## src/rtl/neuron_sweep_scheduler.sv

```systemverilog
// Sweeps the shared IF-neuron datapath over every post-synaptic neuron for input
// events, time-step fire/reset and end-of-sample clear, queuing spikes for AER out.
module neuron_sweep_scheduler #(
  parameter int POST_NEUR_NUM   = 256,
  parameter int POST_ADDR_WIDTH = 8,
  parameter int AER_WIDTH       = 12,
  parameter int TIME_STEP       = 8,
  parameter int SPK_FIFO_DEPTH  = 4,
  localparam int TS_WIDTH = (TIME_STEP > 1) ? $clog2(TIME_STEP) : 1
) (
  input  logic                                 CLK,
  input  logic                                 RSTN,
  input  logic                                 aer_in_req,
  input  logic [AER_WIDTH-1:0]                 aer_in_addr,
  output logic                                 aer_in_ack,
  input  logic                                 step_end_req,
  output logic                                 step_end_ack,
  output logic                                 neur_ren,
  output logic [POST_ADDR_WIDTH-1:0]           neur_raddr,
  output logic                                 neur_wen,
  output logic [POST_ADDR_WIDTH-1:0]           neur_waddr,
  output logic [AER_WIDTH+POST_ADDR_WIDTH-1:0] syn_raddr,
  output logic                                 neuron_event,
  output logic                                 time_step_event,
  output logic                                 time_ref_event,
  output logic [TS_WIDTH-1:0]                  current_time_step,
  input  logic                                 spike_in,
  output logic                                 aer_out_valid,
  output logic [POST_ADDR_WIDTH-1:0]           aer_out_addr,
  input  logic                                 aer_out_ready,
  output logic                                 sample_done,
  output logic                                 busy
);

  localparam int IDX_WIDTH = POST_ADDR_WIDTH + 1;
  localparam int FIFO_AW   = $clog2(SPK_FIFO_DEPTH);
  localparam int CNT_WIDTH = FIFO_AW + 1;
  localparam logic [IDX_WIDTH-1:0] IDX_END     = IDX_WIDTH'(POST_NEUR_NUM);
  localparam logic [CNT_WIDTH-1:0] CNT_RESERVE = CNT_WIDTH'(SPK_FIFO_DEPTH - 2);
  localparam logic [TS_WIDTH-1:0]  TS_LAST     = TS_WIDTH'(TIME_STEP - 1);

  typedef enum logic [2:0] {IDLE, EVT, STEP, REF, DRAIN} state_t;

  state_t                     state, next_state;
  logic [IDX_WIDTH-1:0]       rd_idx;
  logic                       wr_valid;
  logic [POST_ADDR_WIDTH-1:0] wr_addr;
  logic [AER_WIDTH-1:0]       aer_latch;
  logic [TS_WIDTH-1:0]        ts_count;
  logic                       ack_prev;
  logic [POST_ADDR_WIDTH-1:0] fifo_mem [SPK_FIFO_DEPTH];
  logic [FIFO_AW-1:0]         wr_ptr, rd_ptr;
  logic [CNT_WIDTH-1:0]       fifo_count;
  logic rd_done, sweep_done, idx_clear, latch_aer, ts_inc, ts_clear, push, pop;

  assign rd_done    = (rd_idx == IDX_END);
  assign sweep_done = rd_done && !wr_valid;
  assign push       = (state == STEP) && wr_valid && spike_in;
  assign pop        = aer_out_valid && aer_out_ready;

  // A sweep ends once the last read's write cycle has passed; the FIFO slot
  // check in STEP keeps room for the neuron whose write is still in flight.
  always_comb begin
    next_state   = state;
    idx_clear    = 1'b0;
    latch_aer    = 1'b0;
    ts_inc       = 1'b0;
    ts_clear     = 1'b0;
    neur_ren     = 1'b0;
    aer_in_ack   = 1'b0;
    step_end_ack = 1'b0;
    sample_done  = 1'b0;
    case (state)
      IDLE: begin
        if (!ack_prev) begin
          if (aer_in_req) begin
            latch_aer  = 1'b1;
            idx_clear  = 1'b1;
            next_state = EVT;
          end else if (step_end_req) begin
            idx_clear  = 1'b1;
            next_state = STEP;
          end
        end
      end
      EVT: begin
        neur_ren = !rd_done;
        if (sweep_done) begin
          aer_in_ack = 1'b1;
          next_state = IDLE;
        end
      end
      STEP: begin
        neur_ren = !rd_done && (fifo_count <= CNT_RESERVE);
        if (sweep_done) begin
          if (ts_count == TS_LAST) begin
            idx_clear  = 1'b1;
            next_state = REF;
          end else begin
            ts_inc     = 1'b1;
            next_state = DRAIN;
          end
        end
      end
      REF: begin
        neur_ren = !rd_done;
        if (sweep_done) begin
          sample_done = 1'b1;
          ts_clear    = 1'b1;
          next_state  = DRAIN;
        end
      end
      DRAIN: begin
        if (fifo_count == '0) begin
          step_end_ack = 1'b1;
          next_state   = IDLE;
        end
      end
      default: next_state = IDLE;
    endcase
  end

  assign neur_raddr        = neur_ren ? rd_idx[POST_ADDR_WIDTH-1:0] : '0;
  assign syn_raddr         = (state == EVT && neur_ren) ? {aer_latch, neur_raddr} : '0;
  assign neur_wen          = wr_valid;
  assign neur_waddr        = wr_valid ? wr_addr : '0;
  assign neuron_event      = wr_valid && (state == EVT);
  assign time_step_event   = wr_valid && (state == STEP);
  assign time_ref_event    = wr_valid && (state == REF);
  assign current_time_step = ts_count;
  assign busy              = (state != IDLE);
  assign aer_out_valid     = (fifo_count != '0);
  assign aer_out_addr      = aer_out_valid ? fifo_mem[rd_ptr] : '0;

  always_ff @(posedge CLK or negedge RSTN) begin
    if (!RSTN) begin
      state     <= IDLE;
      rd_idx    <= '0;
      wr_valid  <= 1'b0;
      wr_addr   <= '0;
      aer_latch <= '0;
      ts_count  <= '0;
      ack_prev  <= 1'b0;
    end else begin
      state    <= next_state;
      ack_prev <= aer_in_ack || step_end_ack;
      wr_valid <= neur_ren;
      if (neur_ren)
        wr_addr <= neur_raddr;
      if (idx_clear)
        rd_idx <= '0;
      else if (neur_ren)
        rd_idx <= rd_idx + IDX_WIDTH'(1);
      if (latch_aer)
        aer_latch <= aer_in_addr;
      if (ts_clear)
        ts_count <= '0;
      else if (ts_inc)
        ts_count <= ts_count + TS_WIDTH'(1);
    end
  end

  // Spike FIFO storage needs no reset; the head is masked while empty.
  always_ff @(posedge CLK) begin
    if (push)
      fifo_mem[wr_ptr] <= wr_addr;
  end

  always_ff @(posedge CLK or negedge RSTN) begin
    if (!RSTN) begin
      wr_ptr     <= '0;
      rd_ptr     <= '0;
      fifo_count <= '0;
    end else begin
      if (push)
        wr_ptr <= wr_ptr + FIFO_AW'(1);
      if (pop)
        rd_ptr <= rd_ptr + FIFO_AW'(1);
      case ({push, pop})
        2'b10:   fifo_count <= fifo_count + CNT_WIDTH'(1);
        2'b01:   fifo_count <= fifo_count - CNT_WIDTH'(1);
        default: fifo_count <= fifo_count;
      endcase
    end
  end

endmodule

```

## config.mk

```make
export PLATFORM = sky130hd
export DESIGN_NAME = neuron_sweep_scheduler
export DESIGN_NICKNAME = d
export VERILOG_FILES = /design/src/rtl/neuron_sweep_scheduler.sv
export SDC_FILE = /design/constraint.sdc
export NUM_CORES = 1
export LEC_CHECK = 0
export BUFFER_PORTS_ARGS = -buffer_cell sky130_fd_sc_hd__buf_4
export CORE_ASPECT_RATIO = 1.25
export CORE_MARGIN = 3
export CORE_UTILIZATION = 55
export DETAILED_ROUTE_END_ITERATION = 10
export PLACE_DENSITY_LB_ADDON = 0.15
export SYNTH_ARGS = -nofsm -noshare
export SYNTH_HDL_FRONTEND = slang
export SYNTH_SLANG_ARGS = --single-unit
export TNS_END_PERCENT = 100
```

## constraint.sdc

```tcl
create_clock -name CLK -period 2.8 [get_ports CLK]
set_input_delay 0.28 -clock CLK [delete_from_list [all_inputs] [get_ports CLK]]
set_output_delay 0.28 -clock CLK [all_outputs]
set_load 0.02 [all_outputs]
```

==> summary.txt <==
Routing
  • DRT iter0 DRCs: 103
  • Routed wire length: 7.49 mm
  • DR WL/cell: 16.4 um
  • Pre-antenna DRT Iters: 4
  • Drt drc: 0
  • Antenna Nets Post-Route: 0
  • DR vias: 2527
  • Via density: 5.54

Power
  • Power Density: 579 nW/um^2
  • Maximum VDD drop: 0.381 mV
  • Final Total Pwr: 2620 uW
  • P_leak: 0.00210 uW

Layout
  • Ant. Diodes: 0
  • Fraction of layout cells with a size suffix above 1: 0.315
  • Number of filler cells placed in the layout: 472
  • Multi-input combinational cell area: 1480 sq um
  • Nets: 394
  • Flip-flop and latch area: 2060 sq um
  • P&R area growth vs syn: 24.0%

Critical path
  • Crit path max-delay cell type: dfrtp_1
  • Worst path top cell family by delay: simple AND/OR/NAND/NOR gates
  • Max stage delay on crit path: 0.45 ns
  • Critical setup path kind: reg2out
  • Worst Path Buf+Inv: 3
  • CP cell instances: inv_1, ha_1, and4bb_1, nand2_2, nand3_4, inv_2, and3_1, buf_4
  • CP max FO: 16
  • Startpoint types: flip-flop
  • Arrival @ worst endpoint: 2.30 ns
  • CP Data Required Time: 2.52 ns
  • CP Capture Type: output pin

Logic synthesis
  • Post-synthesis mux area share: 0.104
  • Cell with the most instances after synthesis: dfrtp_1
  • Ys Warns: 0
  • Dominant synthesized flop cell: dfrtp_1
  • XOR/XNOR share of the synthesized area: 0.0144
  • Synth top area share: 0.302
  • Sequential share of the synthesized area: 0.565
  • Leading area contributor after synthesis: dfrtp_1
  • Syn Area/Cell: 12.5 sq um
  • Synth Area in Compound Gates: 0.0576
  • Synth cell count leaders: dfrtp_1, edfxtp_1, and2_1, and3_1, nand2_1
  • Top post-synthesis cells by area: dfrtp_1, edfxtp_1, mux4_2
  • Post-synth EDFFs: 32
  • Synthesis-stage register bit count: 76
  • Synthesized Nets: 321
  • Simple-gate share of the synthesized area: 0.189
  • Post-synthesis async set-or-reset flop share: 0.579
  • Adder-Cell Fraction of Synth Area: 0.0363
  • Synthesized netlist cell count: 293
  • Largest family of logic cells by synthesized area: simple AND/OR/NAND/NOR gates
  • Post-Syn Area: 3650 sq um
  • Netlist cell types: 48

Global routing
  • Congestion Overflow GR: 0
  • Via count of the first global-routing pass: 2516
  • Pin count of the biggest net entering global routing: 45
  • GRT Total Usage: 0.214
  • Initial antenna violation count: 0
  • First-pass GRT wire length: 12.6 mm

CTS
  • CTS buffer count: 9
  • TritonCTS sink count: 76
  • Clock transition at path regs: 0.08 ns
  • Max clock buf depth: 2
  • Post-CTS Setup Inserts: 0
  • Htree depth: 3
  • Worst-skew pair later-pin latency: 0.34 ns
  • Root buffer cell: clkbuf_8
  • CTS tree: built

STA
  • Min Tclk post-route: 2.58 ns
  • Fmax: 0.387 GHz
  • Slew Viols, Final: 0
  • Rel. slew slack: 0.351
  • Endpoints failing hold: 0
  • Worst Skew: 0.0118 ns
  • Worst-margin pin slew: 0.969 ns
  • Final setup viols: 0
  • Setup TNS Final: 0 ns
  • Unrepaired setup endpoints after global routing: false
  • Final Cycle Share: 0.923

Floorplan
  • Initial core utilization: 0.581
  • Die width: 78.9 um
  • # IOs: 75
  • Die area: 7660 sq um
  • Core area: 6290 sq um
  • Chip height: 97.1 um
  • Cell Rows: 32

Run
  • Max Cap Violations: 0

Placement
  • Global placement routability congestion: 0.887
  • Port Buffer Count: 74
  • Detailed Place HPWL: 5.49 mm

Worst hold path
  • Hold Crit Class: in2reg

Run status
  • Status: finished, final reports clean
final cells by class:
cell class | instances | area share
Inverter | 15 | 0.0124
Sequential cell | 76 | 0.456
Tap cell | 85 | 0.0235
Timing Repair Buffer | 77 | 0.128
Multi-Input combinational cell | 187 | 0.326
Clock buffer | 9 | 0.0274
Clock inverter | 7 | 0.0268
where the power goes:
part           internal (uW)  switching, uW  total (uW)  leakage [uW]
sequential              1190           84.5        1280      0.000836
clock                    598            412        1010      0.000124
combinational            169            166         335       0.00114
timing repair:
action	in CTS	in global routing
setup endpoints to repair	0	3
gates resized for setup	0	1
hold endpoints to repair	44	0
hold buffers	1	0
sequential cells by signal, indices dropped and copies added (netlist names):
signal	flops
aer_latch	12
rd_idx	9
fifo_count	3
wr_addr	8
fifo_mem	32
ack_prev	1
neur_wen	1
current_time_step	3
state	3
rd_ptr	2
wr_ptr	2
worst paths after layout:
check	from	end	slack, ns	cells past startpoint
max	rd_idx[0]$_DFFE_PN0P_	syn_raddr[1]	0.22	8
min	aer_in_addr[7]	aer_latch[7]$_DFFE_PN0P_	0.15	2
max reg2reg	state[2]$_DFFE_PN0P_	fifo_count[2]$_DFFE_PN0P_	0.52	9
min reg2reg	aer_latch[1]$_DFFE_PN0P_	aer_latch[1]$_DFFE_PN0P_	0.48	1
max in group asynchronous	RSTN	rd_idx[4]$_DFFE_PN0P_	1.93	2
min in group asynchronous	RSTN	current_time_step[0]$_DFFE_PN0P_	0.46	2
per-stage QoR:
stage	hold WS (ns)	cells	setup WS (ns)	utilization	instance area, sq um
after floorplan	-0.0156	293	0.534	-	3650
after global placement	0.312	439	0.576	0.678	4260
after detailed placement	0.310	439	0.530	0.678	4260
after CTS	0.130	456	0.130	0.719	4520
after global routing	0.138	456	0.0133	0.720	4530
final	0.153	456	0.216	0.720	4530
cell usage in the layout, fill, tap and decap left out, types with 3 or more instances in the layout:
cell type / n
a21o_1: 6
a21oi_1: 7
and2_1: 24
and3_1: 24
buf_4: 76
bufinv_16: 3
clkbuf_8: 9
dfrtp_1: 44
edfxtp_1: 32
ha_1: 9
inv_1: 12
inv_2: 3
mux2_1: 13
mux2i_1: 3
mux4_2: 8
nand2_1: 21
nand3_1: 4
nand4_1: 6
nor2_1: 9
nor3_1: 3
o211ai_1: 3
o21ai_0: 3
o31ai_1: 6
or4_1: 5
xnor2_1: 4
logic make-up after synthesis:
logic type               count (synthesis)
multiplexers                            26
flip-flops                              76
AND/OR/NAND/NOR                        114
buffers and inverters                   30
XOR/XNOR                                 6
adder cells (fa/ha/maj)                 10
AO/OA/AOI/OAI                           31
per-layer routing:
metal	wire length, um	up-vias	track usage
met4	102	0	0.0728
met3	329	9	0.0547
met2	3950	67	0.355
met1	3110	1244	0.274
li1	-	1207	-
met5	0	-	0
Note: power is estimated with default switching activity, not from simulation.
